**config.mk**
```make
export PLATFORM = sky130hd
export DESIGN_NAME = uart_tx_fifo
export DESIGN_NICKNAME = d
export VERILOG_FILES = /design/src/rtl/uart_pkg.sv /design/src/rtl/uart_tx_fifo_sync_fifo.sv /design/src/rtl/uart_tx_fifo.sv
export SDC_FILE = /design/constraint.sdc
export NUM_CORES = 1
export LEC_CHECK = 0
export CORE_ASPECT_RATIO = 1.5
export CORE_MARGIN = 2
export CORE_UTILIZATION = 55
export CTS_BUF_LIST = sky130_fd_sc_hd__clkbuf_8
export DETAILED_ROUTE_END_ITERATION = 10
export PLACE_DENSITY = 0.81
export SLEW_MARGIN = 15
export SYNTH_ARGS = -nofsm -noshare
export SYNTH_HDL_FRONTEND = slang
export SYNTH_SLANG_ARGS = --single-unit
```
**constraint.sdc**
```tcl
create_clock -name clk -period 4.2 [get_ports clk]
set_clock_uncertainty 0.2 [all_clocks]
set_input_delay 1.05 -clock clk [delete_from_list [all_inputs] [get_ports clk]]
set_output_delay 1.05 -clock clk [all_outputs]
set_load 0.02 [all_outputs]
```
**src/rtl/uart_pkg.sv**
```systemverilog
// Shared UART types: parity modes, transmitter FSM states and the minimum frame width.
// Used by both the transmitter and the receiver so the two agree on encodings.
package uart_pkg;

  localparam int MIN_DATA_BITS = 5;

  typedef enum logic [1:0] {
    PAR_NONE  = 2'd0,
    PAR_EVEN  = 2'd1,
    PAR_ODD   = 2'd2,
    PAR_NONE3 = 2'd3
  } parity_e;

  typedef enum logic [1:0] {
    IDLE   = 2'd0,
    DATA   = 2'd1,
    PARITY = 2'd2,
    STOP   = 2'd3
  } tx_state_e;

  function automatic logic parity_on(parity_e p);
    return (p == PAR_EVEN) || (p == PAR_ODD);
  endfunction

endpackage

```
**src/rtl/uart_tx_fifo_sync_fifo.sv**
```systemverilog
// Show-ahead single-clock FIFO: pop_data is valid whenever empty=0; flags come from the count register.
// Push while full and pop while empty are ignored, so callers may hold requests.
module sync_fifo #(
  parameter int WIDTH = 8,
  parameter int DEPTH = 16
) (
  input  logic                       clk,
  input  logic                       reset,
  input  logic                       push,
  input  logic [WIDTH-1:0]           push_data,
  input  logic                       pop,
  output logic [WIDTH-1:0]           pop_data,
  output logic                       full,
  output logic                       empty,
  output logic [$clog2(DEPTH+1)-1:0] count
);

  localparam int PW = $clog2(DEPTH);
  localparam int CW = $clog2(DEPTH + 1);

  logic [WIDTH-1:0] mem [DEPTH];
  logic [PW-1:0]    wr_ptr;
  logic [PW-1:0]    rd_ptr;
  logic             push_ok;
  logic             pop_ok;

  assign full     = (count == CW'(DEPTH));
  assign empty    = (count == '0);
  assign push_ok  = push && !full;
  assign pop_ok   = pop && !empty;
  assign pop_data = mem[rd_ptr];

  always_ff @(posedge clk) begin
    if (push_ok) mem[wr_ptr] <= push_data;
  end

  always_ff @(posedge clk or posedge reset) begin
    if (reset) begin
      wr_ptr <= '0;
      rd_ptr <= '0;
      count  <= '0;
    end else begin
      if (push_ok) wr_ptr <= wr_ptr + 1'b1;
      if (pop_ok)  rd_ptr <= rd_ptr + 1'b1;
      case ({push_ok, pop_ok})
        2'b10:   count <= count + 1'b1;
        2'b01:   count <= count - 1'b1;
        default: count <= count;
      endcase
    end
  end

endmodule

```
**src/rtl/uart_tx_fifo.sv**
```systemverilog
// Buffered UART transmitter: FIFO-fed frame engine advancing one bit per baud_tick, LSB first.
// s_ready is !full from the registered count; frames run back-to-back while words are queued.
import uart_pkg::*;

module uart_tx_fifo #(
  parameter int MAX_DATA_BITS = 8,
  parameter int FIFO_DEPTH    = 16
) (
  input  logic                               clk,
  input  logic                               reset,
  input  logic                               baud_tick,
  input  logic                               s_valid,
  input  logic [MAX_DATA_BITS-1:0]           s_data,
  output logic                               s_ready,
  input  logic [$clog2(MAX_DATA_BITS+1)-1:0] cfg_data_bits,
  input  logic [1:0]                         cfg_parity,
  input  logic                               cfg_stop2,
  output logic                               tx_pin,
  output logic                               tx_busy,
  output logic                               tx_done,
  output logic [$clog2(FIFO_DEPTH+1)-1:0]    fifo_count
);

  localparam int LW = $clog2(MAX_DATA_BITS + 1);

  tx_state_e                state, state_nxt;
  logic [MAX_DATA_BITS-1:0] fifo_data;
  logic [MAX_DATA_BITS-1:0] masked;
  logic [MAX_DATA_BITS-1:0] shift;
  logic [LW-1:0]            len_cfg, len_q, idx;
  logic [1:0]               stop_cnt;
  logic                     fifo_full, fifo_empty;
  logic                     pop, load, stop_end;
  logic                     par_en_q, par_q, stop2_q, par_nxt;
  parity_e                  par_mode;

  sync_fifo #(
    .WIDTH (MAX_DATA_BITS),
    .DEPTH (FIFO_DEPTH)
  ) u_fifo (
    .clk       (clk),
    .reset     (reset),
    .push      (s_valid && s_ready),
    .push_data (s_data),
    .pop       (pop),
    .pop_data  (fifo_data),
    .full      (fifo_full),
    .empty     (fifo_empty),
    .count     (fifo_count)
  );

  assign s_ready  = !fifo_full;
  assign par_mode = parity_e'(cfg_parity);
  assign stop_end = (stop_cnt == (stop2_q ? 2'd2 : 2'd1));

  // Out-of-range lengths are clamped; parity covers only the bits actually sent.
  always_comb begin
    len_cfg = cfg_data_bits;
    if (cfg_data_bits < LW'(MIN_DATA_BITS)) len_cfg = LW'(MIN_DATA_BITS);
    else if (cfg_data_bits > LW'(MAX_DATA_BITS)) len_cfg = LW'(MAX_DATA_BITS);
  end

  always_comb begin
    masked = '0;
    for (int i = 0; i < MAX_DATA_BITS; i++) masked[i] = fifo_data[i] && (i < int'(len_cfg));
  end

  assign par_nxt = (^masked) ^ (par_mode == PAR_ODD);

  always_ff @(posedge clk or posedge reset) begin
    if (reset) state <= IDLE;
    else       state <= state_nxt;
  end

  always_comb begin
    state_nxt = state;
    pop       = 1'b0;
    load      = 1'b0;
    if (baud_tick) begin
      case (state)
        IDLE: if (!fifo_empty) begin
          pop = 1'b1; load = 1'b1; state_nxt = DATA;
        end
        DATA:   if (idx == len_q - 1'b1) state_nxt = par_en_q ? PARITY : STOP;
        PARITY: state_nxt = STOP;
        STOP: if (stop_end) begin
          if (!fifo_empty) begin
            pop = 1'b1; load = 1'b1; state_nxt = DATA;
          end else begin
            state_nxt = IDLE;
          end
        end
        default: state_nxt = IDLE;
      endcase
    end
  end

  always_comb begin
    tx_done = baud_tick && (state == STOP) && stop_end;
  end

  // A load (start bit) takes priority, which gives the gapless hand-off from the last stop bit.
  always_ff @(posedge clk or posedge reset) begin
    if (reset) begin
      shift    <= '0;
      len_q    <= LW'(MIN_DATA_BITS);
      idx      <= '0;
      stop_cnt <= '0;
      par_en_q <= 1'b0;
      par_q    <= 1'b0;
      stop2_q  <= 1'b0;
      tx_pin   <= 1'b1;
      tx_busy  <= 1'b0;
    end else if (baud_tick) begin
      if (load) begin
        shift    <= fifo_data;
        len_q    <= len_cfg;
        par_en_q <= parity_on(par_mode);
        par_q    <= par_nxt;
        stop2_q  <= cfg_stop2;
        idx      <= '0;
        stop_cnt <= '0;
        tx_pin   <= 1'b0;
        tx_busy  <= 1'b1;
      end else begin
        case (state)
          DATA: begin
            tx_pin <= shift[0];
            shift  <= shift >> 1;
            idx    <= idx + 1'b1;
          end
          PARITY: tx_pin <= par_q;
          STOP: begin
            tx_pin   <= 1'b1;
            stop_cnt <= stop_cnt + 1'b1;
            if (stop_end) tx_busy <= 1'b0;
          end
          default: tx_pin <= 1'b1;
        endcase
      end
    end
  end

endmodule

```
==> impl_metrics.toml <==
[logic_synthesis]
syn_nets = 507
synth_cell_types = 51
synth_edf_count = 128
netlist_area_um2 = 7250
synthFlopType = "edfxtp_1"
synthArstFlopShare_pct = 22.9
syn_inst = 472
seq_area_frac_synth_pct = 66.2
ys_ff_latch = 166
yosysWarningCount = 0
synth_area_per_cell_um2 = 15.4

[sta]
finalHoldViolations = 0
min_period_ns = 3.79
period_share_pct = 90.3
setup_tns_ns = 0
setup_viol = 0
worst_pin_slew_ns = 0.988
slew_headroom_pct = 33.7
max_freq_mhz = 264
drv_slew = 0
rsz0062_at_grt = "no"

[outcome]
status = "finished, final reports clean"

[global_routing]
track_usage_pct = 20.8
grt_pass1_wl_mm = 22.3
gr-total-overflow = 0
grt_pass1_vias = 4350
grt_max_degree = 29
antenna_found_initial = 0

[finish]
multiInputGateArea_um2 = 2250
num_antenna_cells = 0
post-route-util_pct = 62.8
syn2layout_area_growth_pct = 12.1
final_cells = 690
drive_gt1_share_pct = 16.4
fillCellCount = 910
regArea_um2 = 4800
layout.nets = 553

[die]
die_width_um = 97.8
coreArea_um2 = 13000
num_rows = 51
dieHeight_um = 145
ios = 28
die-area_um2 = 14100
initial_utilization_pct = 56.0

[clock_tree]
cts_tree = "done"
worstSkewPairLatency_ns = 0.42
hold_buffers = 0
cts_made_buffers = 17
postCtsResizedCells = 0
clk_pin_slew_ns = 0.09
clock_sinks = 166
post-cts-setup-buffer-count = 0
cts_root_buf = "clkbuf_8"
htreeDepth = 4
cts.path.max_buffers = 2

[pwr]
power_density_nw_per_um2 = 678
cell_internal_pwr_uw = 3600
swShare_pct = 34.7
p_leak_uw = 0.00301
ir_drop_uv = 291
power_frac_seq_pct = 43.2
p_sw_uw = 1910
p_comb_share_pct = 38.0
clockPowerShare_pct = 18.8

[setup_path]
crit_arrival_ns = 2.54
path_class = "in2out"
crit_path_start_kind = "input port"
timing.critical_path.from = "baud_tick"
endpoint_kind = "primary output"
crit_required_ns = 2.95
rr_startpoint = "state[0]"
crit_fanout = 16

[detailed_routing]
routed_wl_mm = 13.8
antenna_left = 0
drc = 0
drt-pass1-iter-count = 5
via_count = 4103
vias_per_cell = 5.95
drtIter0Drc = 343
wl_per_cell_um = 20.0

[min_path]
min_from = "par_q"
hold_class = "reg2reg"

[job]
max_cap_violations = 0

[place]
io_buffers = 27
dp_hpwl_mm = 9.78
gp_congestion = 0.840
dp_cells = 658
==> Yosys cell counts (3+ instances only) <==
cell type / instances / area share, %
edfxtp_1: 128 / 53
nand2_1: 43 / 2.2
dfrtp_1: 35 / 12
nor2_1: 34 / 1.8
mux2i_1: 22 / 3.0
mux4_2: 22 / 6.8
xor2_1: 18 / 2.2
ha_1: 16 / 2.8
inv_1: 14 / 0.72
a21oi_1: 12 / 0.83
xnor2_1: 10 / 1.2
clkbuf_1: 9 / 0.47
o21ai_1: 9 / 0.62
buf_2: 8 / 0.55
o21ai_0: 6 / 0.41
a221oi_1: 5 / 0.60
mux4_1: 5 / 1.8
nand3_1: 5 / 0.34
nor2b_1: 5 / 0.43
nor3_1: 5 / 0.34
o22ai_1: 5 / 0.43
a22oi_1: 4 / 0.41
nand2b_1: 4 / 0.34
nand4_1: 4 / 0.34
buf_1: 3 / 0.16
buf_4: 3 / 0.31
dfstp_2: 3 / 1.1
mux2_2: 3 / 0.47
==> registers in the layout (all words and copies together), names as in the netlist, 4 cells and up <==
name	count
idx	4
len_q	4
shift	8
u_fifo.count	5
u_fifo.mem	128
u_fifo.rd_ptr	4
u_fifo.wr_ptr	4
==> logic make-up after synthesis <==
| group | after synthesis | synth area share [%] |
|---|---|---|
| xor+xnor | 30 | 4.00 |
| fa+ha+maj | 16 | 2.76 |
| flops | 166 | 66.2 |
| mux | 55 | 12.6 |
| buf+inv | 41 | 2.85 |
| simple gates | 110 | 6.78 |
| compound gates | 54 | 4.81 |
==> cell usage in the layout, fill, tap and decap left out, drive strengths merged, types with 5 or more instances in the layout <==
cell type / n
edfxtp: 128
nand2: 43
dfrtp: 35
nor2: 34
clkdlybuf4s50: 27
mux4: 27
buf: 26
mux2i: 23
inv: 19
xor2: 18
clkbuf: 17
ha: 16
o21ai: 15
a21oi: 12
xnor2: 10
clkinv: 7
o22ai: 5
nor2b: 5
nand3: 5
nor3: 5
a221oi: 5
mux2: 5
==> metal layers <==
metal / vias up / global-route usage, % / wire [µm]
met5: - / 0 / 0
met4: 0 / 8.63 / 391
met3: 29 / 3.24 / 596
met2: 153 / 39.3 / 7630
met1: 2062 / 23.4 / 5190
li1: 1859 / - / -
==> worst paths after layout <==
check / end / slack, ns / cells past startpoint
hold / removal: par_q / 0.30 / 2
min in group asynchronous: u_fifo.wr_ptr[3] / 0.84 / 2
setup reg to reg: u_fifo.count[4] / 0.78 / 13
hold reg to reg: par_q / 0.30 / 2
max in group asynchronous: tx_pin / 2.31 / 3
setup / recovery: tx_done / 0.41 / 5
==> area by class of cell <==
cell class / instances / area share (%)
clock buffers: 17 / 2.88
clock inverters: 15 / 1.60
inverters: 15 / 0.692
multi-input cells: 265 / 27.6
flip-flops and latches: 166 / 59.0
well taps: 159 / 2.45
repair buffers: 53 / 5.72
==> critical path, cell delays in order <==
cell and delay [ns]:
clkdlybuf4s50_1 0.48, buf_4 0.20, nand2_1 0.11, nor2_1 0.10, clkdlybuf4s50_1 0.60
==> power groups by stage <==
stage / Sequential (µW) / Combinational (µW) / Clock, µW
global route: 2430 / 2280 / 1120
CTS: 2390 / 2110 / 1050
detailed placement: 2420 / 2100 / 0
global placement: 2390 / 2010 / 0
finish: 2380 / 2100 / 1030
floorplan: 2270 / 1680 / 0
==> metrics by stage <==
step,setup slack [ns],area (µm²),hold WS (ns),total power [µW]
2_1_floorplan,0.127,7250,0.256,3950
3_5_place_dp,0.232,7770,0.288,4520
5_1_grt,0.320,8130,0.327,5830
6_report,0.407,8130,0.301,5510
3_3_place_gp,0.349,7770,0.273,4400
4_1_cts,0.404,8130,0.308,5540
(Power assumes the default switching activity.)
